$ cat src/rtl/gmsk_pkg.sv
// Shared GMSK processor definitions: timer state encoding, timer mode
// constants and default timer widths.
package gmsk_pkg;

  localparam int TIMER_WIDTH = 4;
  localparam int TIMER_PRE_W = 4;

  localparam logic MODE_ONESHOT  = 1'b0;
  localparam logic MODE_PERIODIC = 1'b1;

  typedef enum logic [1:0] {
    ST_IDLE  = 2'd0,
    ST_RUN   = 2'd1,
    ST_PAUSE = 2'd2,
    ST_DONE  = 2'd3
  } timer_state_e;

endpackage

$ cat src/rtl/timer_ctrl_if.sv
// Command/status bundle between a controller and timer_ctrl.
interface timer_ctrl_if
  import gmsk_pkg::*;
#(
  parameter int WIDTH = TIMER_WIDTH,
  parameter int PRE_W = TIMER_PRE_W
);
  logic             start;
  logic             stop;
  logic             hold;
  logic             mode;
  logic [WIDTH-1:0] period;
  logic [PRE_W-1:0] prescale;
  logic [WIDTH-1:0] count;
  logic             busy;
  logic             done;
  logic             expire;

  modport master (
    output start, stop, hold, mode, period, prescale,
    input  count, busy, done, expire
  );

  modport slave (
    input  start, stop, hold, mode, period, prescale,
    output count, busy, done, expire
  );
endinterface

$ cat src/rtl/timer_ctrl_up_counter_en.sv
// W-bit up-counter with synchronous clear (wins over enable) and a
// compare-against-terminal output.
module up_counter_en #(
  parameter int W = 4
) (
  input  logic         clk,
  input  logic         rst,
  input  logic         clr,
  input  logic         en,
  input  logic [W-1:0] term,
  output logic [W-1:0] cnt,
  output logic         at_term
);
  logic [W-1:0] cnt_d, cnt_q;

  always_comb begin
    cnt_d = cnt_q;
    if (clr)     cnt_d = '0;
    else if (en) cnt_d = cnt_q + W'(1);
  end

  always_ff @(posedge clk) begin
    if (rst) cnt_q <= '0;
    else     cnt_q <= cnt_d;
  end

  assign cnt     = cnt_q;
  assign at_term = (cnt_q == term);
endmodule

$ cat src/rtl/timer_ctrl.sv
// Programmable timer: prescaled up-counter with one-shot/periodic modes,
// start/stop/hold sequencing and a registered one-cycle expire pulse.
module timer_ctrl
  import gmsk_pkg::*;
#(
  parameter int WIDTH = TIMER_WIDTH,
  parameter int PRE_W = TIMER_PRE_W
) (
  input  logic         clk,
  input  logic         rst,
  timer_ctrl_if.slave  bus
);
  timer_state_e     state_d, state_q;
  logic [WIDTH-1:0] period_d, period_q;
  logic [PRE_W-1:0] prescale_d, prescale_q;
  logic             mode_d, mode_q;
  logic             expire_d, expire_q;

  logic             tick;
  logic             cnt_clr, cnt_en, cnt_term;
  logic             pre_clr, pre_en, pre_term;
  logic [WIDTH-1:0] count;
  logic [PRE_W-1:0] pre_cnt_unused;

  up_counter_en #(.W(WIDTH)) u_count (
    .clk     (clk),
    .rst     (rst),
    .clr     (cnt_clr),
    .en      (cnt_en),
    .term    (period_q),
    .cnt     (count),
    .at_term (cnt_term)
  );

  up_counter_en #(.W(PRE_W)) u_prescale (
    .clk     (clk),
    .rst     (rst),
    .clr     (pre_clr),
    .en      (pre_en),
    .term    (prescale_q),
    .cnt     (pre_cnt_unused),
    .at_term (pre_term)
  );

  // Priority: stop > start > hold. stop/start also swallow any terminal tick.
  always_comb begin
    state_d    = state_q;
    period_d   = period_q;
    prescale_d = prescale_q;
    mode_d     = mode_q;
    expire_d   = 1'b0;
    cnt_clr    = 1'b0;
    cnt_en     = 1'b0;
    pre_clr    = 1'b0;
    pre_en     = 1'b0;
    tick       = (state_q == ST_RUN) && !bus.hold && pre_term;

    if (bus.stop) begin
      state_d = ST_IDLE;
      cnt_clr = 1'b1;
      pre_clr = 1'b1;
    end else if (bus.start) begin
      state_d    = ST_RUN;
      period_d   = bus.period;
      prescale_d = bus.prescale;
      mode_d     = bus.mode;
      cnt_clr    = 1'b1;
      pre_clr    = 1'b1;
    end else begin
      case (state_q)
        ST_RUN: begin
          if (bus.hold) begin
            state_d = ST_PAUSE;
          end else if (tick) begin
            pre_clr = 1'b1;
            if (cnt_term) begin
              expire_d = 1'b1;
              if (mode_q == MODE_PERIODIC) cnt_clr = 1'b1;
              else                         state_d = ST_DONE;
            end else begin
              cnt_en = 1'b1;
            end
          end else begin
            pre_en = 1'b1;
          end
        end
        ST_PAUSE: if (!bus.hold) state_d = ST_RUN;
        default: ;
      endcase
    end
  end

  always_ff @(posedge clk) begin
    if (rst) begin
      state_q    <= ST_IDLE;
      period_q   <= '0;
      prescale_q <= '0;
      mode_q     <= MODE_ONESHOT;
      expire_q   <= 1'b0;
    end else begin
      state_q    <= state_d;
      period_q   <= period_d;
      prescale_q <= prescale_d;
      mode_q     <= mode_d;
      expire_q   <= expire_d;
    end
  end

  assign bus.count  = count;
  assign bus.busy   = (state_q == ST_RUN) || (state_q == ST_PAUSE);
  assign bus.done   = (state_q == ST_DONE);
  assign bus.expire = expire_q;
endmodule

$ cat src/flat_wrapper.sv
// flat-port wrapper written by rule: the top's interface ports become plain ports
module timer_ctrl_flat import gmsk_pkg::*;
#(
  parameter int WIDTH = TIMER_WIDTH,
  parameter int PRE_W = TIMER_PRE_W
)
  (clk, rst, bus_start, bus_stop, bus_hold, bus_mode, bus_period, bus_prescale, bus_count, bus_busy, bus_done, bus_expire);
  timer_ctrl_if #(.WIDTH(WIDTH), .PRE_W(PRE_W)) bus_i ();
  input  logic clk;
  input  logic rst;
  input wire logic [$bits(bus_i.start)-1:0] bus_start;
  input wire logic [$bits(bus_i.stop)-1:0] bus_stop;
  input wire logic [$bits(bus_i.hold)-1:0] bus_hold;
  input wire logic [$bits(bus_i.mode)-1:0] bus_mode;
  input wire logic [$bits(bus_i.period)-1:0] bus_period;
  input wire logic [$bits(bus_i.prescale)-1:0] bus_prescale;
  output wire logic [$bits(bus_i.count)-1:0] bus_count;
  output wire logic [$bits(bus_i.busy)-1:0] bus_busy;
  output wire logic [$bits(bus_i.done)-1:0] bus_done;
  output wire logic [$bits(bus_i.expire)-1:0] bus_expire;
  assign bus_i.start = bus_start;
  assign bus_i.stop = bus_stop;
  assign bus_i.hold = bus_hold;
  assign bus_i.mode = bus_mode;
  assign bus_i.period = bus_period;
  assign bus_i.prescale = bus_prescale;
  assign bus_count = bus_i.count;
  assign bus_busy = bus_i.busy;
  assign bus_done = bus_i.done;
  assign bus_expire = bus_i.expire;
  timer_ctrl #(.WIDTH(WIDTH), .PRE_W(PRE_W)) u_core (.clk(clk), .rst(rst), .bus(bus_i));
endmodule
$ cat config.mk
export PLATFORM = sky130hd
export DESIGN_NAME = timer_ctrl_flat
export DESIGN_NICKNAME = d
export VERILOG_FILES = /design/src/rtl/gmsk_pkg.sv /design/src/rtl/timer_ctrl_if.sv /design/src/rtl/timer_ctrl_up_counter_en.sv /design/src/rtl/timer_ctrl.sv /design/src/flat_wrapper.sv
export SDC_FILE = /design/constraint.sdc
export NUM_CORES = 1
export LEC_CHECK = 0
export CAP_MARGIN = 20
export CORE_MARGIN = 2
export CORE_UTILIZATION = 40
export CTS_BUF_LIST = sky130_fd_sc_hd__clkbuf_16
export CTS_CLUSTER_SIZE = 25
export DETAILED_ROUTE_END_ITERATION = 16
export GPL_TIMING_DRIVEN = 0
export PLACE_DENSITY = 0.68
export SKIP_CTS_REPAIR_TIMING = 1
export SYNTH_ARGS = -nofsm -noshare
export SYNTH_HDL_FRONTEND = slang
export SYNTH_SLANG_ARGS = --single-unit
$ cat constraint.sdc
create_clock -name clk -period 1.9 [get_ports clk]
set_clock_uncertainty 0.15 [all_clocks]
set_input_delay 0.19 -clock clk [delete_from_list [all_inputs] [get_ports clk]]
set_output_delay 0.19 -clock clk [all_outputs]
set_load 0.05 [all_outputs]
==> results.txt, run 1 <==
Run status: finished with violations
Failing checks: negative setup slack
Max Fanout on Critical Path: 4
I/O Buffers: 20
Final worst path period share: 1.010
Starting Density: 0.4126
Max VDD drop: 471.5 uV
Ys async rst share: 0
Synth Instances: 118
Fin util: 0.5967
Largest net degree at the start of global routing: 12
Kind of critical path: flip-flop to flip-flop
I/O Pins: 21
Least-Margin Pin Slew: 0.5010 ns
Sink Count: 20
Routability congestion estimate: 0.7738
Initial DRC count: 22
Setup slack, reg-to-reg: -0.02 ns
Fill cell count: 210
Placed cells: 168
Leakage: 0.0005754 uW
Row Count: 18
Non-Filler Instances: 178
Vias per cell: 5.090
Total Die Area: 2925 sq um
Cell chain of the critical path: xor2_2 > nor4_4 > buf_4 > or2_4 > o2111ai_2 > a2111oi_2
Max Buffers Root-to-Sink: 2
Post-route DRC: 0
Clock transition at the registers of the reported paths: 0.06 ns
Core ar.: 2432 sq um
Synth Warn #: 0
Power per cell area: 702.0 nW/um^2
Worst-Skew Late Latency: 0.25 ns
Fraction of layout cells with a size suffix above 1: 0.2162
Hold Crit Class: flip-flop to flip-flop
H-tree levels: 1
Area Overhead vs Synth: 44.64%
Max stage delay on crit path: 0.37 ns
Syn Std Cell Area: 1003 sq um
Height of the die: 54.09 microns
Syn nets: 137
Hold WS: 0.3205 ns
Total CTS buffers: 3
Pwr Total: 1019 uW
Die Wd: 54.09 microns
Syn_area_per_cell: 8.504 sq um
First drt pass iteration count: 4
Hold Vio Cnt, Final: 0
RSZ-0062 raised after global routing: true
First-pass GRT wire length: 3539 microns
CTS root buf: clkbuf_16
Overall Global Routing Usage: 0.1687
CTS tree: built
Seq cells post-synth: 20
EDFF count, synth: 0
Count of cell types in the netlist: 29
Max_cap viols: 0
Final #Nets: 168
Avg WL per Cell: 13.26 microns
Grt total ovfl: 0
Minimum clock period after layout: 1.918 ns
Final HPWL DP: 1544 microns
Max Clk Rate: 521.3 MHz
Vias in the first global route: 833
# diodes: 0
Setup ws final: -0.01832 ns
Final wirelength: 2360 microns
WP data arrival: 1.92 ns
Worst relative slew slack: 0.6655
Type of element capturing the critical path: flip-flop
Most used DFF post-synth: dfxtp_1
Initial antenna violation count: 0
Setup violators final: 1
Req. time, crit path: 1.90 ns
Setup TNS: -0.01832 ns
CP Launch Type: flip-flop
Slowest-stage cell, CP: a2111oi_2
Register area share after synthesis: 0.3990
Via count: 906
Final-report max-slew violation count: 0
Antenna-violating nets left: 0
## logic make-up after synthesis
logic type | count (synthesis) | synth area share
xor+xnor | 10 | 0.08728
fa+ha+maj | 5 | 0.06234
compound gates | 24 | 0.1471
flops | 20 | 0.3990
simple gates | 48 | 0.2569
buf+inv | 10 | 0.03741
mux | 1 | 0.009975
## metrics by stage
step                      instance area (sq um)  setup slack (ns)
after CTS                                  1323           -0.2711
after floorplan                            1006          0.002123
after global placement                     1244           -0.2488
after global routing                       1451          -0.09455
final                                      1451          -0.01832
after detailed placement                   1244           -0.2815
## state kept, by name, summed over array words and instances (netlist names)
register / cells
u_core.prescale_q: 4
u_core.u_prescale.cnt: 4
u_core.bus.expire: 1
u_core.period_q: 4
u_core.mode_q: 1
u_core.state_q: 2
u_core.u_count.cnt: 4
## placed cells by master, fill, tap and decap left out, drive strengths merged, types with 2 or more instances in the layout
cell type,n
or2,2
nand4,2
clkbuf,7
nand2b,2
nor4,2
a21oi,14
o21ai,4
or3,3
nor2,7
dfxtp,20
ha,5
buf,7
inv,5
xor2,6
nor3,2
xnor2,4
nand3,3
o21bai,2
dlymetal6s2s,2
clkdlybuf4s50,18
nor3b,3
nand2,19
## power breakdown
part           switching [uW]  internal [uW]  total, uW
clock network             149            280        429
logic                    70.9           81.2        152
registers                9.21            429        438
## Yosys cell counts (all sizes together), types with 3 or more instances
| cell type | n | share of area |
|---|---|---|
| xor2 | 6 | 0.052 |
| nand2 | 19 | 0.071 |
| o21ai | 4 | 0.020 |
| xnor2 | 4 | 0.035 |
| a21oi | 14 | 0.070 |
| nor3b | 3 | 0.022 |
| inv | 5 | 0.019 |
| nand3 | 3 | 0.020 |
| nor2 | 7 | 0.026 |
| or3 | 3 | 0.019 |
| ha | 5 | 0.062 |
| clkbuf | 5 | 0.019 |
| dfxtp | 20 | 0.40 |
## critical path: cells and delay by family, from the launching register on
kind                      cells  cell delay (ns)
AOI/OAI and AO/OA             2             0.51
and+or+nand+nor               2             0.44
DFF                           1             0.36
xor gates and xnor gates      1             0.19
buffers and inverters         1             0.18
## layout make-up
cell class,instances,area [sq um],area share
Tap cell,30,37.54,0.02586
Clock inverter,1,3.754,0.002586
Buffer,4,15.01,0.01034
Inverter,5,18.77,0.01293
Timing Repair Buffer,27,257.7,0.1776
Sequential cell,20,410.4,0.2828
Clock buffer,3,75.07,0.05172
Multi-Input combinational cell,88,633.1,0.4362
## worst paths after layout
kind	start	to	cells past startpoint
max	u_core.u_prescale.cnt[0]$_SDFFE_PP0P_	u_core.state_q[0]$_SDFFE_PP0P_	6
min	u_core.period_q[3]$_SDFFE_PP0P_	u_core.period_q[3]$_SDFFE_PP0P_	2
max reg2reg	u_core.u_prescale.cnt[0]$_SDFFE_PP0P_	u_core.state_q[0]$_SDFFE_PP0P_	6
min reg2reg	u_core.period_q[3]$_SDFFE_PP0P_	u_core.period_q[3]$_SDFFE_PP0P_	2
## layer usage
metal | up-vias | GRT usage | wire length (microns) | part of all wire
met2 | 20 | 0.2866 | 1218 | 0.52
met1 | 425 | 0.2103 | 1008 | 0.43
li1 | 457 | - | - | -
met3 | 4 | 0.03333 | 92 | 0.039
met5 | - | 0 | 0 | 0
met4 | 0 | 0.06250 | 40 | 0.017
(Power assumes the default switching activity.)
==> run 2, diff against run 1 <==
PLACE_DENSITY = 0.75   (was 0.68)
==> run 2 against run 1 <==
The run now ends clean. Combinational power hardly changed. Sequential cell count stayed put. Clock power is 3% higher. Die area stayed put. Largest power group is now clock. Worst hold slack better by 0.0036 ns. Critical endpoint unchanged. Register-to-register slack better by 0.04 ns. Design area is 1.6% higher.
==> results.txt, run 2 (same netlist as run 1, synthesis figures left out) <==
Pre-CTS setup slack: -0.2954 ns (-0.01393 ns)
Max Buffers Root-to-Sink: 2 (unchanged)
Routability congestion estimate: 0.7833 (+1.2%)
Post-DP Area: 1244 sq um (unchanged)
Area Overhead vs Synth: 46.88%
Fraction of layout cells with a size suffix above 1: 0.2095 (-0.006757)
Setup slack, reg-to-reg: 0.02 ns (+0.04 ns)
Worst relative slew slack: 0.6544 (-0.01103)
Reg area: 409.1 sq um (-0.31%)
First-pass GRT wire length: 3394 microns (-4.1%)
Leakage: 0.0005801 uW (+0.81%)
Multi-input gate area: 655.6 sq um (+3.6%)
Die Wd: 54.09 microns (unchanged)
Core ar.: 2432 sq um (unchanged)
Worst-Skew Late Latency: 0.26 ns (about the same)
Via count: 931 (+2.8%)
CP Launch Type: flip-flop
Max_cap viols: 0 (unchanged)
Vias in the first global route: 787 (-5.5%)
Hold WS: 0.3241 ns (+0.003600 ns)
Switch share: 0.2339 (+0.008936)
Max stage delay on crit path: 0.36 ns (about the same)
Slowest-stage cell, CP: a2111oi_2
CTS root buf: clkbuf_16
Final HPWL DP: 1520 microns (-1.6%)
Final wirelength: 2493 microns (+5.6%)
Initial DRC count: 16 (-27%)
Most common cell after layout, fill and taps aside: nand2_1
Fill cell count: 200 (-4.8%)
Initial antenna violation count: 0 (unchanged)
Setup ws final: 0.01995 ns (+0.03828 ns)
Hold Crit Class: flip-flop to flip-flop
Clock Power Share: 0.426 (+0.005)
Sequential group share of total power: 0.426 (-0.004)
Cell internal pwr: 790.1 uW (about the same)
Max VDD drop: 439.8 uV (-6.7%)
Starting Density: 0.4126 (unchanged)
Avg WL per Cell: 14.01 microns (+5.6%)
Grt total ovfl: 0 (unchanged)
Fin util: 0.6060 (+0.009259)
Final instance area: 1474 sq um (+1.6%)
Pwr Total: 1031 uW (+1.2%)
First drt pass iteration count: 4 (unchanged)
WP data arrival: 1.89 ns (-0.03 ns)
Commonest non-fill, non-tap cells in the layout: nand2_1, clkdlybuf4s50_1, dfxtp_1
H-tree levels: 1 (unchanged)
Vias per cell: 5.230 (+2.8%)
Final-report max-slew violation count: 0 (unchanged)
Req. time, crit path: 1.91 ns (about the same)
Height of the die: 54.09 microns (unchanged)
Final worst path period share: 0.9895 (-0.02015)
Run status: completed
Power per cell area: 699.8 nW/um^2 (-0.32%)
Max Fanout on Critical Path: 5 (+1)
Cell chain of the critical path: xor2_2 > nor4_4 > buf_6 > or2_4 > o2111ai_4 > a2111oi_2
CTS tree: built
Setup violators final: 0 (-1)
Comb pwr share: 0.148 (about the same)
Total Die Area: 2925 sq um (unchanged)
Row Count: 18 (unchanged)
Max Clk Rate: 531.9 MHz (+2.0%)
Switch Pwr: 241.2 uW (+5.2%)
Largest net degree at the start of global routing: 12 (unchanged)
Type of element capturing the critical path: flip-flop
I/O Pins: 21 (unchanged)
RSZ-0062 raised after global routing: true
Final #Nets: 168 (unchanged)
Clock transition at the registers of the reported paths: 0.05 ns (about the same)
Post-route DRC: 0 (unchanged)
# diodes: 0 (unchanged)
Antenna-violating nets left: 0 (unchanged)
Minimum clock period after layout: 1.880 ns (-0.03828 ns)
Overall Global Routing Usage: 0.1669 (-0.001837)
Hold Vio Cnt, Final: 0 (unchanged)
Total CTS buffers: 3 (unchanged)
Least-Margin Pin Slew: 0.5167 ns (+0.01575 ns)
Kind of critical path: flip-flop to flip-flop
I/O Buffers: 20 (unchanged)
Sink Count: 20 (unchanged)
run 2: layout make-up:
class	instances	share of cell area
Multi-Input combinational cell	88	0.4448
Sequential cell	20	0.2776
Timing Repair Buffer	27	0.1757
Clock buffer	3	0.05093
Tap cell	30	0.02547
Inverter	5	0.01273
Buffer	4	0.01019
Clock inverter	1	0.002547
run 2: final timing paths:
| path | from | end | depth (start not counted) |
|---|---|---|---|
| worst max register to register | u_core.prescale_q[0]$_SDFFE_PP0P_ | u_core.state_q[0]$_SDFFE_PP0P_ | 6 |
| worst min-delay path | u_core.period_q[3]$_SDFFE_PP0P_ | u_core.period_q[3]$_SDFFE_PP0P_ | 2 |
| worst min register to register | u_core.period_q[3]$_SDFFE_PP0P_ | u_core.period_q[3]$_SDFFE_PP0P_ | 2 |
| worst max-delay path | u_core.prescale_q[0]$_SDFFE_PP0P_ | u_core.state_q[0]$_SDFFE_PP0P_ | 6 |
run 2: layer usage:
metal  GRT usage  vias up  wire, microns
met1      0.1909      438           1046
met2      0.2825       30           1264
met3     0.01944        5            114
li1            -      458              -
met5           0        -              0
met4      0.1250        0             68
run 2: metrics by stage:
step | cells | TNS [ns]
after floorplan | 118 | 0
after global placement | 168 | -0.8571
after detailed placement | 168 | -1.042
after CTS | 172 | -0.8854
after global routing | 178 | -0.2347
final | 178 | 0
run 2: worst max-delay path, delay by kind of cell (launching register included):
family          cells  cell delay (ns)
compound gates      2             0.49
simple gates        2             0.45
flops               1             0.33
xor+xnor            1             0.18
buf+inv             1             0.16
run 2: power groups by stage:
stage               Sequential [uW]  Clock [uW]  Combinational (uW)
floorplan                       445           0                65.4
global placement                446           0                 109
detailed placement              447           0                 111
CTS                             438         442                 112
global route                    441         449                 165
finish                          439         440                 153
==> run 3, diff against run 2 <==
CORE_UTILIZATION = 44   (was 40)
PLACE_DENSITY = 0.8   (was 0.75)
==> run 3 against run 2 <==
Sequential share of layout area grew 0.75 points. Combinational power is 12% lower. Critical path depth unchanged. Die area fell by 8.4%. Clock-buffer cell count is the same. Core utilization up 4.9 points. Via count fell by 2.1%. Final cell count is 2.8% lower.
==> results.txt, run 3 (same netlist as run 1, synthesis figures left out) <==
Placed cells: 166 (-1.2%)
Kind of critical path: flip-flop to flip-flop
Height of the die: 51.76 microns (-4.3%)
I/O Buffers: 20 (unchanged)
Overall Global Routing Usage: 0.1905 (+0.02365)
RSZ-0062 raised after global routing: true
Power per cell area: 694.3 nW/um^2 (-0.77%)
Largest net degree at the start of global routing: 12 (unchanged)
Worst Hold Launch: u_core.period_q[2]$_SDFFE_PP0P_
Final wirelength: 2311 microns (-7.3%)
CP Launch Type: flip-flop
First drt pass iteration count: 4 (unchanged)
I/O Pins: 21 (unchanged)
Fraction of layout cells with a size suffix above 1: 0.1931 (-0.01636)
Hold Crit Class: flip-flop to flip-flop
Clock Power Share: 0.426 (about the same)
CTS root buf: clkbuf_16
Vias in the first global route: 870 (+11%)
Post-route DRC: 0 (unchanged)
Max VDD drop: 511.3 uV (+16%)
# diodes: 0 (unchanged)
Req. time, crit path: 1.90 ns (about the same)
Pre-CTS setup slack: -0.3035 ns (-0.008094 ns)
Comb pwr share: 0.134 (-0.014)
Starting Density: 0.4580 (+0.04547)
Switch Pwr: 221.7 uW (-8.1%)
Antenna-violating nets left: 0 (unchanged)
Worst relative slew slack: 0.6682 (+0.01379)
Least-Margin Pin Slew: 0.4968 ns (-0.01988 ns)
Area Overhead vs Synth: 43.02%
Avg WL per Cell: 13.36 microns (-4.6%)
First-pass GRT wire length: 3650 microns (+7.5%)
Most common cell after layout, fill and taps aside: nand2_1
Total Die Area: 2679 sq um (-8.4%)
Run status: completed
Leakage: 0.0005512 uW (-5.0%)
Fill cell count: 172 (-14%)
Via count: 911 (-2.1%)
Die Wd: 51.76 microns (-4.3%)
Multi-input gate area: 650.6 sq um (-0.76%)
Final #Nets: 165 (-1.8%)
Worst-Skew Late Latency: 0.25 ns (about the same)
Setup TNS: 0 ns (unchanged)
Minimum clock period after layout: 1.879 ns (-0.0008680 ns)
Reg area: 409.1 sq um (unchanged)
Setup violators final: 0 (unchanged)
Final-report max-slew violation count: 0 (unchanged)
Pwr Total: 996.5 uW (-3.4%)
Max Clk Rate: 532.1 MHz (about the same)
Max Buffers Root-to-Sink: 2 (unchanged)
Final worst path period share: 0.9890 (about the same)
Routability congestion estimate: 0.8670 (+11%)
Initial antenna violation count: 0 (unchanged)
CTS tree: built
Final HPWL DP: 1606 microns (+5.7%)
Type of element capturing the critical path: flip-flop
Non-Filler Instances: 173 (-2.8%)
Core ar.: 2191 sq um (-9.9%)
Commonest non-fill, non-tap cells in the layout: nand2_1, clkdlybuf4s50_1, dfxtp_1
Max_cap viols: 0 (unchanged)
H-tree levels: 1 (unchanged)
Hold WS: 0.3167 ns (-0.007482 ns)
Max Fanout on Critical Path: 7 (+2)
Vias per cell: 5.266 (+0.68%)
Initial DRC count: 19 (+3)
Switch share: 0.2225 (-0.01140)
Clock transition at the registers of the reported paths: 0.05 ns (about the same)
Hold Vio Cnt, Final: 0 (unchanged)
Setup ws final: 0.02082 ns (+0.0008680 ns)
Sequential group share of total power: 0.440 (+0.014)
Cell internal pwr: 774.8 uW (-1.9%)
Row Count: 17 (-1)
Total CTS buffers: 3 (unchanged)
WP data arrival: 1.88 ns (about the same)
Sink Count: 20 (unchanged)
Reg2reg start: u_core.u_prescale.cnt[0]$_SDFFE_PP0P_
Worst Setup SP: u_core.u_prescale.cnt[0]$_SDFFE_PP0P_
Grt total ovfl: 0 (unchanged)
run 3: metal layers:
metal / GRT usage / part of all wire
met4: 0.1447 / 0.032
met3: 0.03448 / 0.043
met5: 0 / 0
met2: 0.3333 / 0.51
met1: 0.2011 / 0.42
run 3: final timing paths:
kind | to | slack, ns | cells past startpoint
max | u_core.state_q[0]$_SDFFE_PP0P_ | 0.02 | 6
min | u_core.period_q[2]$_SDFFE_PP0P_ | 0.32 | 2
max reg2reg | u_core.state_q[0]$_SDFFE_PP0P_ | 0.02 | 6
min reg2reg | u_core.period_q[2]$_SDFFE_PP0P_ | 0.32 | 2
run 3: cell type report:
| cell class | count | area share |
|---|---|---|
| Inverter | 5 | 0.01308 |
| Clock inverter | 1 | 0.002616 |
| Clock buffer | 3 | 0.05231 |
| Multi-Input combinational cell | 88 | 0.4534 |
| Sequential cell | 20 | 0.2851 |
| Buffer | 4 | 0.01046 |
| Tap cell | 28 | 0.02441 |
| Timing Repair Buffer | 24 | 0.1587 |
run 3: per-stage QoR:
step | utilization | instance area (sq um)
2_1_floorplan | - | 1006
3_3_place_gp | 0.5665 | 1241
3_5_place_dp | 0.5665 | 1241
4_1_cts | 0.6025 | 1320
5_1_grt | 0.6551 | 1435
6_report | 0.6551 | 1435
run 3: worst max-delay path, cell delays in order (launching register included):
cell	delay [ns]
dfxtp_4	0.36
xor2_2	0.18
nor4_4	0.27
buf_4	0.19
or2_4	0.15
o2111ai_4	0.12
a2111oi_2	0.36
run 3: power groups by stage:
stage / Sequential, uW / Clock (uW) / Combinational [uW]
after global routing: 439 / 451 / 146
after detailed placement: 446 / 0 / 113
after CTS: 437 / 433 / 114
final: 438 / 424 / 134
after global placement: 446 / 0 / 108
after floorplan: 445 / 0 / 65.4
